`config.mk`:
```
export PLATFORM = sky130hd
export DESIGN_NAME = acc_requant
export DESIGN_NICKNAME = d
export VERILOG_FILES = /design/src/rtl/acc_requant.sv
export SDC_FILE = /design/constraint.sdc
export NUM_CORES = 1
export LEC_CHECK = 0
export BUFFER_PORTS_ARGS = -buffer_cell sky130_fd_sc_hd__buf_2
export CAP_MARGIN = 0
export CORE_AREA = 2 2 237 239
export CTS_BUF_LIST = sky130_fd_sc_hd__clkbuf_16
export CTS_CLUSTER_SIZE = 20
export DETAILED_ROUTE_END_ITERATION = 12
export DIE_AREA = 0 0 239 241
export PLACE_DENSITY = 0.44
export SLEW_MARGIN = 20
export SYNTH_ARGS = -nofsm -noshare
export SYNTH_HDL_FRONTEND = slang
export SYNTH_SLANG_ARGS = --single-unit
```
`constraint.sdc`:
```
create_clock -name clk -period 4 [get_ports clk]
set_input_delay 0.2 -clock clk [delete_from_list [all_inputs] [get_ports clk]]
set_output_delay 0.2 -clock clk [all_outputs]
set_load 0.03 [all_outputs]
```
`src/rtl/acc_requant.sv`:
```
// rtl/acc_requant.sv - bias, round, shift, activate and saturate stage behind the MAC unit
// Optional build macro ACC_REQUANT_LEAKY_EN selects leaky ReLU (slope 1/8) instead of plain ReLU.
module acc_requant #(
    parameter int DATA_W  = 32,
    parameter int OUT_W   = 16,
    parameter int SHIFT_W = 6
) (
    input  logic                  clk,
    input  logic                  rst_n,
    input  logic [SHIFT_W-1:0]    cfg_shift,
    input  logic [2*DATA_W-1:0]   cfg_bias,
    input  logic                  cfg_relu,
    input  logic                  sat_clr,
    input  logic                  in_valid,
    input  logic [2*DATA_W-1:0]   in_data,
    output logic                  in_ready,
    output logic                  out_valid,
    output logic [OUT_W-1:0]      out_data,
    input  logic                  out_ready,
    output logic                  busy,
    output logic [15:0]           sat_cnt
);

    localparam int ACC_W = 2 * DATA_W;
    // Two guard bits: the sum of two full-scale operands plus the rounding term fits without wrap.
    localparam int SUM_W = ACC_W + 2;

    logic                    v1_q, v2_q, v3_q;
    logic signed [SUM_W-1:0] sum_q;
    logic signed [SUM_W-1:0] sh_q;
    logic                    advance;

    logic signed [SUM_W-1:0] round_c;
    logic signed [SUM_W-1:0] sum_next;
    logic signed [SUM_W-1:0] act;
    logic                    over_hi;
    logic                    over_lo;
    logic [OUT_W-1:0]        sat_val;

    assign advance   = !v3_q || out_ready;
    assign in_ready  = advance;
    assign out_valid = v3_q;
    assign busy      = v1_q || v2_q || v3_q;

    always_comb begin
        round_c = '0;
        if (cfg_shift != '0) begin
            round_c = {{(SUM_W-1){1'b0}}, 1'b1} << (cfg_shift - SHIFT_W'(1));
        end
        sum_next = $signed({{2{in_data[ACC_W-1]}}, in_data})
                 + $signed({{2{cfg_bias[ACC_W-1]}}, cfg_bias})
                 + round_c;
    end

    always_comb begin
        act = sh_q;
        if (cfg_relu && sh_q[SUM_W-1]) begin
`ifdef ACC_REQUANT_LEAKY_EN
            act = sh_q >>> 3;
`else
            act = '0;
`endif
        end
        // Out of range whenever the bits above the output sign bit disagree with the sign.
        over_hi = !act[SUM_W-1] && (|act[SUM_W-2:OUT_W-1]);
        over_lo =  act[SUM_W-1] && !(&act[SUM_W-2:OUT_W-1]);
        if (over_hi) begin
            sat_val = {1'b0, {(OUT_W-1){1'b1}}};
        end else if (over_lo) begin
            sat_val = {1'b1, {(OUT_W-1){1'b0}}};
        end else begin
            sat_val = act[OUT_W-1:0];
        end
    end

    always_ff @(posedge clk or negedge rst_n) begin
        if (!rst_n) begin
            v1_q     <= 1'b0;
            v2_q     <= 1'b0;
            v3_q     <= 1'b0;
            sum_q    <= '0;
            sh_q     <= '0;
            out_data <= '0;
        end else if (advance) begin
            v1_q <= in_valid;
            v2_q <= v1_q;
            v3_q <= v2_q;
            if (in_valid) begin
                sum_q <= sum_next;
            end
            if (v1_q) begin
                sh_q <= sum_q >>> cfg_shift;
            end
            if (v2_q) begin
                out_data <= sat_val;
            end
        end
    end

    always_ff @(posedge clk or negedge rst_n) begin
        if (!rst_n) begin
            sat_cnt <= '0;
        end else if (sat_clr) begin
            sat_cnt <= '0;
        end else if (advance && v2_q && (over_hi || over_lo) && (sat_cnt != 16'hFFFF)) begin
            sat_cnt <= sat_cnt + 16'd1;
        end
    end

endmodule
```
==> results.md <==
* Min-delay src: cfg_relu
* Commonest non-fill, non-tap cell in the layout: buf_4
* Maximum vdd drop at 0.3629 mV
* DR vias at 15350
* Pint at 5.399 mW
* Clk root buf: clkbuf_16
* Drt drc at 0
* Switching power total at 4.197 mW
* Flop pwr share at 0.311
* Crit path launch type: primary input
* Setup TNS at 0 ns
* CTS max path bufs at 2
* Largest driver fanout on the critical path at 5
* Sequential cell area at 4179 um2
* Filler Cells Inserted at 5804
* Chip width at 239 um
* H-tree depth at 4
* Area delta synth->final at 25.68%
* Min cycle time layout at 3.856 ns
* Main synth FF type: dfrtp_1
* Area of the multi-input gates at 11520 um2
* Max Clock Freq at 259.4 MHz
* N_diodes at 0
* Core footprint at 54880 um2
* Post-DR wirelength/cell at 19.52 um
* Fin util at 0.3738
* Worst skew pair latency at 0.45 ns
* Routed WL at 58630 um
* Tot Pwr at 9.596 mW
* Worst setup path startpoint: cfg_shift[2]
* Gp weighted congestion at 0.8997
* Layout cells sized above 1 at 0.2835
* IO buf count at 174
* Slew HR at 0.3410
* Hold Crit Class: in -> reg
* Netlist cell types at 71
* Average cell area after synthesis at 8.380 um2
* Final Hold Fails at 0
* FF-to-FF Start: sh_q[28]
* Total CTS buffers at 17
* Row cnt at 86
* Worst Max-Slew Pin Slew at 0.9884 ns
* Worst EP arrival at 4.19 ns
* Die height at 241 um
* Period utilization at 0.9639
* Part of the power in the clock network at 0.178
* First-pass GRT wire length at 90610 um
* Iter 0 DRT Violations at 841
* Pwr/cell area at 467.7 nW/um2
* Slew Viols, Final at 0
* Crit path capture type: flop
* Seq/Total Area, Yosys at 0.2560
* Area of the die at 57600 um2
* Largest net degree at the start of global routing at 113
* Yosys warnings at 0
* Post-DRT Antenna Nets at 0
* Total gr overflow at 0
* Max-Cap Viols at 0
* Post-synth EDFFs at 0
* Status: completed
* Starting Density at 0.2975
* Most frequent cells in the layout: 279 x buf_4, 260 x nand2_1, 246 x o21ai_0, 187 x nor2_1, 170 x buf_2
* Antenna violations before repair at 0
* Post-DP HPWL at 48710 um
* Synth Register Bits at 167
* Worst-path clk slew at 0.07 ns
* First-pass iteration count of the detailed router at 5
* Lkg Pwr at 9.396 nW
* Mapped Area at 16320 um2
* Via density at 5.110
* Vias in the first global route at 15390
* Syn nets at 2220
* Asr flop ratio synth at 1.000
* Clock Skew at 0.01596 ns
* WP data required at 4.33 ns
* Nets@finish at 2560
* Critical path type: in -> reg
* Total GRT Usage at 0.2056
* Gate Count Post-Synth at 1948
* Sw Ratio at 0.4374
* Comb power frac at 0.511
* # setup viols final at 0
* Clock Sink Count at 167
* I/O pins at 175
* CTS tree: done
==> cell type report <==
class	instances	share of cell area
multi-input combinational	1574	0.5614
sequential	167	0.2037
timing repair buffer	457	0.1500
tap	704	0.04293
clock buffer	17	0.02074
inverter	71	0.01299
clock inverter	14	0.008233
==> cell usage after synthesis, types with 45 or more instances <==
library cell	number	area (um2)
o21ai_0	248	1241
a21oi_1	153	765.7
inv_1	68	255.2
nand4_1	45	281.5
fa_1	66	1321
mux2i_1	80	800.8
nor2_1	194	728.2
mux4_2	51	1149
clkbuf_1	107	401.6
mux2_2	59	664.4
nand2_1	264	991.0
dfrtp_1	167	4179
ha_1	66	825.8
==> power by group through the flow <==
stage,registers [mW],clock network (mW),logic [mW]
after floorplan,2.97,0,2.99
after CTS,2.99,1.75,4.92
after global placement,2.99,0,4.88
after detailed placement,3.02,0,4.90
final,2.98,1.71,4.91
after global routing,3.10,1.83,5.44
==> flip-flops by register name (all words and copies together) (netlist names) <==
signal,flops
out_valid,1
sh_q,66
sat_cnt,16
sum_q,66
out_data,16
v1_q,1
v2_q,1
==> worst max-delay path: stages <==
cell and delay (ns):
buf_4 0.16, inv_2 0.08, buf_4 0.14, nor2_2 0.10, nand2_2 0.12, nor4_4 0.37, buf_4 0.17, fa_1 0.46
ha_4 0.26, a21o_1 0.20, a21oi_4 0.16, a21oi_2 0.09, a221o_1 0.39, o2111a_2 0.33, o21ai_4 0.20, a211oi_4 0.11
o41ai_2 0.38, xor2_1 0.18, o21ai_1 0.07
==> final timing paths <==
path                       depth (start not counted)            to  slack, ns
max                                               19     sum_q[64]       0.14
min                                                3  out_data[15]       0.09
max reg2reg                                       10   sat_cnt[13]       1.25
min reg2reg                                        2   out_data[5]       0.48
max in group asynchronous                          3       sh_q[5]       2.67
min in group asynchronous                          2      sh_q[55]       0.39
==> through the flow <==
stage	instances	hold slack [ns]	cell area [um2]	setup WS [ns]
floorplan	1948	-0.09559	16500	0.001410
global placement	2970	0.3386	19840	-0.3399
detailed placement	2970	0.3384	19840	-0.3577
CTS	3002	0.07219	20450	0.1039
global route	3004	0.1067	20520	-0.01002
finish	3004	0.09420	20520	0.1442
==> kinds of logic (layout without fill, tap and decap cells) <==
logic type | Yosys count | after routing | synth area share
fa+ha+maj | 132 | 132 | 0.1315
other cells | 2 | 2 | 0.0004600
compound gates | 555 | 555 | 0.1980
mux | 190 | 190 | 0.1601
flops | 167 | 167 | 0.2560
buf+inv | 207 | 559 | 0.04921
simple gates | 627 | 627 | 0.1682
xor+xnor | 68 | 68 | 0.03648
==> per-layer routing <==
metal,vias to the layer above,routed length (um),GRT usage
met3,55,2165,0.02368
met4,0,1249,0.05492
met2,336,26640,0.3299
met5,-,0,0
met1,7324,28570,0.2931
li1,7635,-,-
==> repair_timing <==
action | CTS | global route
hold endpoints to repair | 85 | 0
endpoints found under the setup margin | 0 | 7
hold buffers | 1 | 0
gates resized for setup | 0 | 11
buffers inserted | 0 | 2
No activity file was read; power rests on OpenSTA's default activity.
